### config.mk
export PLATFORM = sky130hd
export DESIGN_NAME = soc_bus_arbiter
export DESIGN_NICKNAME = d
export VERILOG_FILES = /design/src/rtl/soc_bus_pkg.sv /design/src/rtl/soc_bus_arbiter_rr_pick.sv /design/src/rtl/soc_bus_arbiter.sv
export SDC_FILE = /design/constraint.sdc
export NUM_CORES = 1
export LEC_CHECK = 0
export CORE_AREA = 2 2 109 111
export DETAILED_ROUTE_END_ITERATION = 8
export DIE_AREA = 0 0 111 113
export PLACE_DENSITY = 0.62
export RECOVER_POWER = 100
export REMOVE_ABC_BUFFERS = 1
export SKIP_LAST_GASP = 1
export SLEW_MARGIN = 20
export SYNTH_ARGS = -nofsm -noshare
export SYNTH_HDL_FRONTEND = slang
export SYNTH_HIERARCHICAL = 1
export SYNTH_SLANG_ARGS = --single-unit
### constraint.sdc
create_clock -name clk -period 2 [get_ports clk]
set_clock_uncertainty 0.15 [all_clocks]
set_input_delay 0.4 -clock clk [delete_from_list [all_inputs] [get_ports clk]]
set_output_delay 0.4 -clock clk [all_outputs]
set_load 0.02 [all_outputs]
### src/rtl/soc_bus_pkg.sv
// soc_bus_pkg: shared types, bus width defaults and counter sizing for SoC bus arbitration.
package soc_bus_pkg;
    typedef enum logic {IDLE = 1'b0, BUSY = 1'b1} arb_state_e;
    localparam int SOC_ADDR_WIDTH = 32;
    localparam int SOC_DATA_WIDTH = 32;
    function automatic int cnt_width(input int n);
        return (n < 2) ? 1 : $clog2(n);
    endfunction
endpackage

### src/rtl/soc_bus_arbiter_rr_pick.sv
// rr_pick: combinational round-robin search for the first active requester after last.
module rr_pick import soc_bus_pkg::*; #(
    parameter int NUM_REQ = 2,
    localparam int IW = cnt_width(NUM_REQ)
) (
    input  logic [NUM_REQ-1:0] active,
    input  logic [IW-1:0]      last,
    output logic [IW-1:0]      winner,
    output logic               any
);
    int idx;
    // Walk from farthest to nearest so the closest active index after last wins.
    always_comb begin
        winner = '0;
        idx = 0;
        for (int i = NUM_REQ; i >= 1; i--) begin
            idx = (int'(last) + i) % NUM_REQ;
            if (active[IW'(idx)]) winner = IW'(idx);
        end
    end
    assign any = |active;
endmodule

### src/rtl/soc_bus_arbiter.sv
// soc_bus_arbiter: round-robin sharing of the SoC memory bus between NUM_REQ masters,
// one transaction in flight, with a watchdog aborting transactions that never complete.
module soc_bus_arbiter import soc_bus_pkg::*; #(
    parameter int NUM_REQ    = 2,
    parameter int ADDR_WIDTH = SOC_ADDR_WIDTH,
    parameter int DATA_WIDTH = SOC_DATA_WIDTH,
    parameter int TIMEOUT    = 1024
) (
    input  logic                            clk,
    input  logic                            reset,
    input  logic [NUM_REQ*ADDR_WIDTH-1:0]   req_addr,
    input  logic [NUM_REQ*DATA_WIDTH-1:0]   req_wdata,
    input  logic [NUM_REQ*DATA_WIDTH/8-1:0] req_wmask,
    input  logic [NUM_REQ-1:0]              req_wstrb,
    input  logic [NUM_REQ-1:0]              req_rstrb,
    output logic [DATA_WIDTH-1:0]           req_rdata,
    output logic [NUM_REQ-1:0]              req_done,
    output logic [NUM_REQ-1:0]              req_err,
    output logic [ADDR_WIDTH-1:0]           mem_addr,
    output logic [DATA_WIDTH-1:0]           mem_wdata,
    output logic [DATA_WIDTH/8-1:0]         mem_wmask,
    output logic                            mem_wstrb,
    output logic                            mem_rstrb,
    input  logic [DATA_WIDTH-1:0]           mem_rdata,
    input  logic                            mem_done
);
    localparam int IW = cnt_width(NUM_REQ);
    localparam int WW = cnt_width(TIMEOUT);
    localparam int MW = DATA_WIDTH / 8;
    arb_state_e state;
    logic [IW-1:0] grant;
    logic [IW-1:0] last;
    logic [IW-1:0] winner;
    logic [WW-1:0] wdog;
    logic [NUM_REQ-1:0] active;
    logic [NUM_REQ-1:0] grant_1h;
    logic any;
    logic busy;
    logic g_active;
    logic expired;
    logic finish;
    logic abort;

    rr_pick #(.NUM_REQ(NUM_REQ)) u_pick (
        .active(active),
        .last(last),
        .winner(winner),
        .any(any)
    );

    assign active    = req_wstrb | req_rstrb;
    assign busy      = (state == BUSY);
    assign g_active  = active[grant];
    assign grant_1h  = NUM_REQ'(1) << grant;
    assign expired   = (TIMEOUT != 0) && (wdog == WW'(TIMEOUT - 1));
    // A completing slave in the expiry cycle takes priority over the abort.
    assign finish    = busy && g_active && mem_done;
    assign abort     = busy && g_active && !mem_done && expired;

    assign mem_addr  = req_addr[grant*ADDR_WIDTH +: ADDR_WIDTH];
    assign mem_wdata = req_wdata[grant*DATA_WIDTH +: DATA_WIDTH];
    assign mem_wmask = req_wmask[grant*MW +: MW];
    assign mem_wstrb = busy && req_wstrb[grant];
    assign mem_rstrb = busy && req_rstrb[grant];
    assign req_rdata = mem_rdata;
    assign req_done  = (finish || abort) ? grant_1h : '0;
    assign req_err   = abort ? grant_1h : '0;

    // A granted master dropping its strobe without done releases the bus silently.
    always_ff @(posedge clk or posedge reset) begin
        if (reset) begin
            state <= IDLE;
            grant <= '0;
            last  <= IW'(NUM_REQ - 1);
            wdog  <= '0;
        end else if (!busy) begin
            wdog <= '0;
            if (any) begin
                state <= BUSY;
                grant <= winner;
                last  <= winner;
            end
        end else if (finish || abort || !g_active) begin
            state <= IDLE;
            wdog  <= '0;
        end else begin
            wdog <= wdog + 1'b1;
        end
    end
endmodule

==> results.toml, run 1 <==
[die]
top_level_ports = 281
num_rows = 39
die_x_um = 111
start_util = 0.1591
core_area_mm2 = 0.01127
die-area_mm2 = 0.01254
dieHeight_um = 113

[sta]
maxSlewHeadroom = 0.6374
worst_pin_slew_ns = 0.5433
tns_ns = -3.879
whs_ns = 0.3642
max_freq_mhz = 445.0
hold_violations = 0
fin_crit_ns = 2.247
slew_viol_final = 0
finalCritPeriodShare = 1.124
rsz0062_at_grt = "true"
worst_slack_ns = -0.2473
setup_viol = 41

[setup_path]
critPathMaxFanout = 7
cp-startpoint = "grant"
crit_path_frequent_cell = "buf_6"
max_stage_delay_ns = 0.45
crit_chain = "buf_4 > or3_4 > o2111ai_4 > buf_6 > nor3b_4 > buf_6"
critPathRequiredTime_ns = 1.45
r2r_slack_ns = 0.02
worst_r2r_path_depth = 6
r2r-start = "grant"
crit_type = "register to primary output"
start_kind = "register"
reg2reg_to = "busy"
cp_data_arrival_time_ns = 1.70
critPathSlowestCell = "dfrtp_2"
crit_path_end_kind = "primary output"

[cells_and_area]
final_nets = 591
drive_gt1_frac = 0.5169
stdcell_area_mm2 = 0.004890
nFillCells = 1098
finalNonFillerCells = 559
area_growth_pct = 172.7

[synth]
synth_area_mm2 = 0.001793
ys_types = 35
yosys_warnings = 6
postSynthCellCount = 182
avgSynthCellArea_um2 = 9.851
ys_seq_area_frac = 0.1821
ys_ff_latch = 13

[cts]
numCtsBuffers = 3
clkTransAtPathRegs_ns = 0.05
clock_path_buffers = 2
htreeDepth = 1
root_buffer = "clkbuf_16"
hold_buffers = 0
clkSinkCount = 13
tritoncts = "done"
insertion_delay_ns = 0.24

[place]
place_inst = 520
io_buffers = 216
place_area_mm2 = 0.003961
dpl.hpwl_mm = 10.34
gp_congestion = 0.8913

[drt]
ant_nets = 0
avgViaCountPerCell = 4.406
dr_total_vias = 2463
drc_errors = 0
wl_mm = 13.52
wl_met1_mm = 5.098
wl_met2_mm = 5.279
dr_wl_met3_mm = 2.966
detail_route.iter0.violations = 74
first_pass_iters = 4
top_layer = "met5"
wl_per_cell_um = 24.18

[global_routing]
antenna_found_initial = 3
first_global_vias = 2647
overflow = 0
grt_max_degree = 18
grt_pass1_wl_mm = 17.31
grt_usage = 0.1906

[power_and_ir_drop]
totalPowerFinal_uw = 5169
power-per-cell-area_mw_per_mm2 = 1057
peakVddDrop_mv = 0.6512
power.leakage_uw = 0.002179

[hold_path]
hold_depth = 2
hp-start = "last"
hold_path_end = "last"
min_path_type = "register to register"

[status]
violations = "negative setup slack"
status = "finished, violations left"

[flow_run]
drv_cap = 0
-- state kept, by name, summed over array words and instances, names as in the netlist --
signal and cells:
grant 1, busy 1, last 1, wdog 10
-- report_power, final --
group	internal, uW	leakage [uW]	switching, uW
clock	269	0.0000382	113
sequential	313	0.000172	58.4
combinational	2580	0.00197	1840
-- cell usage after synthesis --
cell | instances | area (um^2)
mux2_2 | 68 | 765.7
buf_4 | 32 | 240.2
dfrtp_1 | 12 | 300.3
buf_2 | 7 | 35.03
nand2_1 | 6 | 22.52
inv_1 | 5 | 18.77
o21ai_0 | 4 | 20.02
nand3_1 | 3 | 15.01
nor2b_1 | 3 | 18.77
nor3_1 | 3 | 15.01
nor3b_1 | 3 | 22.52
or3_1 | 3 | 18.77
a211oi_1 | 2 | 15.01
a211oi_2 | 2 | 25.02
buf_6 | 2 | 22.52
mux2i_1 | 2 | 20.02
nand4_1 | 2 | 12.51
o2111a_1 | 2 | 22.52
o31ai_1 | 2 | 15.01
or2_2 | 2 | 12.51
or4_1 | 2 | 15.01
xor2_1 | 2 | 17.52
a21oi_1 | 1 | 5.000
clkbuf_1 | 1 | 3.750
dfstp_2 | 1 | 26.28
ha_1 | 1 | 12.51
nand2b_1 | 1 | 6.260
nand3_2 | 1 | 10.01
nand3b_1 | 1 | 7.510
nor2_1 | 1 | 3.750
nor3_2 | 1 | 10.01
o2111ai_2 | 1 | 15.01
or2_1 | 1 | 6.260
or3_2 | 1 | 7.510
xnor2_1 | 1 | 8.760
-- kinds of logic (layout without fill, tap and decap cells) --
kind of cell / after synthesis / after routing / synth area share
fa+ha+maj: 1 / 1 / 0.006977
simple gates: 34 / 34 / 0.1137
other cells: 0 / 2 / 0
mux: 70 / 70 / 0.4382
buf+inv: 47 / 279 / 0.1786
xor+xnor: 3 / 3 / 0.01466
compound gates: 14 / 14 / 0.06558
flops: 13 / 13 / 0.1821
-- worst max-delay path, delay by kind of cell, from the launching register on --
family	cells	cell delay, ns
compound gates	1	0.11
flops	1	0.45
buf+inv	3	0.46
simple gates	2	0.42
-- cell usage in the layout (no fill, tap or decap), types with 2 or more instances in the layout --
cell type,netlist,routed
inv_1,5,5
or2_0,0,2
nand3_1,3,3
nor2b_1,3,3
or4_1,2,2
mux2_4,0,61
buf_12,0,5
o2111a_1,2,2
clkbuf_16,0,7
buf_6,2,86
mux2i_1,2,2
mux2_2,68,7
dfrtp_1,12,11
xor2_1,2,2
o31ai_1,2,2
buf_4,32,27
nand4_1,2,2
nand2_1,6,6
nor3_1,3,3
dlygate4sd2_1,0,4
diode_2,0,2
o21ai_0,4,4
or3_4,0,2
buf_8,0,2
clkdlybuf4s50_1,0,137
buf_2,7,2
a211oi_2,2,3
-- area by class of cell --
cell class | instances | area, um^2 | area share
Inverter | 5 | 18.77 | 0.003838
Clock buffer | 4 | 78.83 | 0.01612
Antenna cell | 2 | 5.005 | 0.001024
Sequential cell | 13 | 327.8 | 0.06704
Tap cell | 143 | 178.9 | 0.03659
Multi-Input combinational cell | 122 | 1420 | 0.2904
Timing Repair Buffer | 270 | 2860 | 0.5850
-- metrics by stage --
| step | util | setup WS [ns] |
|---|---|---|
| floorplan | - | -1.515 |
| global placement | 0.3514 | -0.5303 |
| detailed placement | 0.3514 | -0.6192 |
| CTS | 0.3633 | -0.2172 |
| global route | 0.4333 | -0.3055 |
| finish | 0.4338 | -0.2473 |
-- metal layers --
layer | up-vias | GRT usage
li1 | 1092 | -
met1 | 1150 | 0.2171
met2 | 204 | 0.2515
met4 | 4 | 0.03083
met5 | - | 0.03529
met3 | 13 | 0.1912
-- repair_timing --
item,in CTS,in global routing
setup endpoints to repair,74,74
setup buffers,20,13
hold endpoints to repair,0,0
gates cloned,2,4
pin swaps,6,4
gates resized for setup,270,203
-- how the worst max path moves through the flow --
stage	endpoint	slack [ns]	cells after the start
after CTS	req_done[1]	-0.22	6
after global routing	req_err[0]	-0.31	6
final	req_err[0]	-0.25	6
after global placement	req_err[1]	-0.53	5
after floorplan	req_err[0]	-1.51	3
after detailed placement	req_err[1]	-0.62	5
No activity file was read; power rests on OpenSTA's default activity.
==> inputs of run 2 (changes only) <==
--- a/config.mk
+++ b/config.mk
@@ -8,11 +8,12 @@
 export CORE_AREA = 2 2 109 111
 export DETAILED_ROUTE_END_ITERATION = 8
 export DIE_AREA = 0 0 111 113
+export GPL_ROUTABILITY_DRIVEN = 0
 export PLACE_DENSITY = 0.62
 export RECOVER_POWER = 100
 export REMOVE_ABC_BUFFERS = 1
 export SKIP_LAST_GASP = 1
-export SLEW_MARGIN = 20
+export SLEW_MARGIN = 10
 export SYNTH_ARGS = -nofsm -noshare
 export SYNTH_HDL_FRONTEND = slang
 export SYNTH_HIERARCHICAL = 1
==> results of run 2 <==
No change in the layout: final DEF, timing and power equal those of run 1.
